### src/rtl/spi_ram_burst.sv
// spi_ram_burst: parametrised RAM slave behind the SPI parallel side with burst auto-increment.
// Define SPI_RAM_BURST_SVA_EN to compile in the built-in assertions and covers.
module spi_ram_burst #(
   parameter int MEM_DEPTH = 256,
   parameter int ADDR_WIDTH = 8,
   parameter int DATA_WIDTH = 8,
   parameter int AUTO_INC = 1,
   localparam int PW = (ADDR_WIDTH > DATA_WIDTH) ? ADDR_WIDTH : DATA_WIDTH
) (
   input  logic                  clk,
   input  logic                  rst_n,
   input  logic [PW+1:0]         din,
   input  logic                  rx_valid,
   output logic [DATA_WIDTH-1:0] dout,
   output logic                  tx_valid,
   output logic                  addr_err
);
   typedef enum logic [1:0] {WR_ADDR, WR_DATA, RD_ADDR, RD_DATA} cmd_t;
   localparam logic [ADDR_WIDTH-1:0] LAST = ADDR_WIDTH'(MEM_DEPTH - 1);
   localparam logic [ADDR_WIDTH:0] DEPTH = (ADDR_WIDTH + 1)'(MEM_DEPTH);
   cmd_t cmd;
   logic [ADDR_WIDTH-1:0] pa, addr_w, addr_r, w_inc, r_inc;
   logic [DATA_WIDTH-1:0] pd;
   logic oor, inc;
   logic [DATA_WIDTH-1:0] mem [MEM_DEPTH];
   assign cmd = cmd_t'(din[PW+1:PW]);
   assign pa = din[ADDR_WIDTH-1:0];
   assign pd = din[DATA_WIDTH-1:0];
   assign oor = {1'b0, pa} >= DEPTH;
   assign inc = AUTO_INC != 0;
   // Increments wrap at MEM_DEPTH-1 so an out-of-range address is never generated.
   always_comb begin
      w_inc = (addr_w == LAST) ? '0 : addr_w + ADDR_WIDTH'(1);
      r_inc = (addr_r == LAST) ? '0 : addr_r + ADDR_WIDTH'(1);
   end
   always_ff @(posedge clk or negedge rst_n) begin
      if (!rst_n) begin
         dout <= '0;
         tx_valid <= 1'b0;
         addr_err <= 1'b0;
         addr_w <= '0;
         addr_r <= '0;
      end else begin
         tx_valid <= rx_valid && cmd == RD_DATA;
         addr_err <= rx_valid && (cmd == WR_ADDR || cmd == RD_ADDR) && oor;
         if (rx_valid && cmd == WR_ADDR && !oor) addr_w <= pa;
         if (rx_valid && cmd == WR_DATA && inc) addr_w <= w_inc;
         if (rx_valid && cmd == RD_ADDR && !oor) addr_r <= pa;
         if (rx_valid && cmd == RD_DATA) begin
            dout <= mem[addr_r];
            if (inc) addr_r <= r_inc;
         end
      end
   end
   // Memory has no reset; a write coinciding with reset is dropped.
   always_ff @(posedge clk)
      if (rst_n && rx_valid && cmd == WR_DATA) mem[addr_w] <= pd;
`ifdef SPI_RAM_BURST_SVA_EN
   logic [DATA_WIDTH-1:0] rd_word;
   assign rd_word = mem[addr_r];
   a_reset: assert property (@(posedge clk) !rst_n |=> dout == '0 && !tx_valid);
   a_write: assert property (@(posedge clk) disable iff (!rst_n)
      rx_valid && cmd == WR_ADDR ##1 rx_valid && cmd == WR_DATA |=> mem[$past(addr_w)] == $past(pd));
   a_txv: assert property (@(posedge clk) disable iff (!rst_n)
      rx_valid && cmd == RD_DATA |=> tx_valid);
   a_read: assert property (@(posedge clk) disable iff (!rst_n)
      rx_valid && cmd == RD_ADDR ##1 rx_valid && cmd == RD_DATA |=> dout == $past(rd_word));
   a_wrap: assert property (@(posedge clk) disable iff (!rst_n)
      inc && rx_valid && cmd == WR_DATA && addr_w == LAST |=> addr_w == '0);
   a_err: assert property (@(posedge clk) disable iff (!rst_n)
      addr_err |-> $past(rx_valid && (cmd == WR_ADDR || cmd == RD_ADDR) && oor));
   c_wrap: cover property (@(posedge clk) disable iff (!rst_n)
      inc && rx_valid && cmd == WR_DATA && addr_w == LAST ##1 addr_w == '0);
   c_err: cover property (@(posedge clk) disable iff (!rst_n) addr_err);
`endif
endmodule
### config.mk
export PLATFORM = sky130hd
export DESIGN_NAME = spi_ram_burst
export DESIGN_NICKNAME = d
export VERILOG_FILES = /design/src/rtl/spi_ram_burst.sv
export SDC_FILE = /design/constraint.sdc
export NUM_CORES = 2
export LEC_CHECK = 0
export CAP_MARGIN = 5
export CORE_MARGIN = 8
export CORE_UTILIZATION = 40
export DETAILED_ROUTE_END_ITERATION = 6
export SLEW_MARGIN = 20
export SYNTH_ARGS = -nofsm -noshare
export SYNTH_HDL_FRONTEND = slang
export SYNTH_SLANG_ARGS = --single-unit
### constraint.sdc
create_clock -name clk -period 2.2 [get_ports clk]
set_input_delay 0.33 -clock clk [delete_from_list [all_inputs] [get_ports clk]]
set_output_delay 0.33 -clock clk [all_outputs]
set_load 0.1 [all_outputs]
==> flow_summary.toml <==
[routing]
drt_iter0_drc = 4919
via_per_inst = 5.578
detail_route.first_pass.iterations = 5
vias = 43250
ant_nets = 0
drt-total-wl_mm = 214.2
drcViolationCount = 0
routedWlPerCell_um = 27.62

[outcome]
status = "finished, violations left"
violations = "negative setup slack"

[synth]
synth_area_leaders = "edfxtp_1 (76%), mux4_2 (9.9%), mux2i_1 (4.2%)"
ys.flop_type = "edfxtp_1"
synthMostInstantiatedCell = "edfxtp_1"
ys_seq_area_share_pct = 76.45
synth_nets = 4075
synthDistinctLibCells = 61
ys_seq_elements = 2073
synth-edff-count = 2048
yosysTopAreaCellShare_pct = 75.68
yosys-top-cells-count = "edfxtp_1 (2048), mux4_2 (357), mux2i_1 (345)"
synthCells = 4057
async_reset_ff_share_pct = 1.206
yosys_warnings = 0
syn_avg_cell_area_um2 = 20.03
synthesis.area_um2 = 81260
synth_largest_area_cell = "edfxtp_1"

[power]
vdd_ir_drop_max_mv = 0.7038
cellLeakagePower_nw = 33.08
powerDensity_nw_per_um2 = 937.8
power.total_mw = 93.57

[timing]
setup_ws_ns = -0.6280
period_minus_slack_ns = 2.828
setup_violations = 12
hold_viol = 0
worst_pin_slew_ns = 0.7949
timing.fmax_ghz = 0.3536
drv_slew = 0
setup_tns_ns = -4.688
relSlewSlack_pct = 47.01
rsz0062_at_grt = "yes"
period_share_pct = 128.5
finalClockSkew_ns = 0.05296

[global_route]
grt_usage_pct = 19.37
antenna_found_initial = 7
grt_start_max_net_pins = 107
grt.overflow.total = 0
grt_pass1_wl_mm = 311.3
grt_pass1_vias = 44000

[setup_path]
path_buf_inv = 3
reg2reg_depth = 9
critPathSlowestCell = "dfrtp_4"
startpoint_type = "flip-flop"
r2r_setup_slack_ns = -0.63
path_class = "flip-flop to flip-flop"
slowest_delay_ns = 0.56
critPathMaxFanout = 7
r2r-end = "dout[2]"
crit_family = "multiplexers"
crit_arrival_ns = 3.53
cp-end-kind = "flip-flop"
crit_required_ns = 2.90
r2r-start = "addr_r[1]"
crit_path_frequent_cell = "mux4_2"
cp_cell_sequence = "buf_12 -> buf_8 -> buf_4 -> mux4_2 -> mux4_2 -> mux2i_4 -> nand2_2 -> nand4_1 -> o211ai_2"

[floorplan]
die-area_um2 = 217800
core_um2 = 202100
ios = 23
num_rows = 165
start_util_pct = 40.20
die_h_um = 466.7
die_w_um = 466.7

[place]
io_buffer_count = 21
gp_congestion = 0.8458
post-dp-hpwl_mm = 138.5
dp.cells = 7328

[clocking]
cts_buffers = 207
root_buffer = "clkbuf_16"
path_clk_slew_ns = 0.06
cts_buffer_depth = 3
cts_tree = "built"
clkLatencyLatePin_ns = 0.85
ctsHtreeMaxLevel = 4
clock_sinks = 2073

[cells_and_area]
utilization_pct = 49.37
final_net_count = 4924
area_growth_pct = 22.79
final_cells = 7754
drive_gt1_share_pct = 34.09

[min_path]
hold_path_class = "input port to flip-flop"
whs_path_depth = 1
whs_endpoint = "mem[139][7]"
min_from = "din[7]"

[job]
drv_cap = 0
==> layout by cell type, fill, tap and decap left out, types with 73 or more instances in the layout <==
cell type  instances
mux2i_1          336
mux4_2           359
nor2_1           231
a22oi_1          128
edfxtp_1        2048
buf_4            682
nand2_1           73
buf_12           153
o22ai_1           95
clkbuf_16        211
==> through the flow <==
stage / hold WS (ns) / setup slack [ns] / instance area [µm²]
after floorplan: 0.03441 / -0.07891 / 81380
after global placement: 0.5990 / -0.8347 / 91720
after detailed placement: 0.6120 / -0.8693 / 91720
after CTS: 0.03062 / -0.6132 / 99640
after global routing: 0.04839 / -0.6715 / 99770
final: 0.06224 / -0.6280 / 99770
==> repair_timing <==
item                       CTS  global route
resized for setup          109            13
hold endpoints to repair   174             0
cloned                       8             1
hold buffers                 7             0
buffers inserted            22             8
setup endpoints to repair   14            51
pin swaps                   35            13
==> how the worst max path moves through the flow <==
stage                         start     endpoint  slack, ns  cells after the start
final                     addr_r[1]      dout[2]      -0.63                      9
after global routing      addr_r[1]      dout[6]      -0.67                      9
after CTS                 addr_r[1]      dout[6]      -0.61                      8
after detailed placement  addr_r[1]      dout[6]      -0.87                      9
after global placement    addr_r[1]      dout[6]      -0.83                      9
after floorplan            rx_valid  mem[220][0]      -0.08                      7
==> registers in the layout, summed over array words and instances (netlist names) <==
signal    cells
addr_r        8
addr_w        8
dout          8
tx_valid      1
mem        2048
==> cell type report <==
cell class,instances,area [µm²]
antenna,2,5.005
clock buffer,249,5421
clock inverter,134,1573
fill,16280,102300
inverter,6,22.52
multi-input combinational,1725,18110
sequential,2073,62140
tap,2672,3343
timing repair buffer,893,9156
==> report_power, final <==
part / leakage [nW] / internal (mW) / switching [mW]
combinational: 11.0 / 6.19 / 7.41
sequential: 18.7 / 43.5 / 0.318
clock: 3.39 / 21.0 / 15.1
total: 33.1 / 70.7 / 22.9
==> cell families after synthesis <==
group	count (synthesis)	synth area share (%)
other	1	0.004615
AOI/OAI and AO/OA	406	3.526
adders and majority gates	5	0.07699
and+or+nand+nor	567	3.247
muxes	746	14.79
DFF	2073	76.45
buffers and inverters	259	1.899
==> routing by layer <==
layer,vias up,global-route usage [%],wire length [µm]
met4,0,4.675,4968
met2,1634,31.80,104000
met3,285,2.936,14210
li1,18480,-,-
met5,-,0,0
met1,22850,27.40,91030
Power figures use the tool's default switching activity.
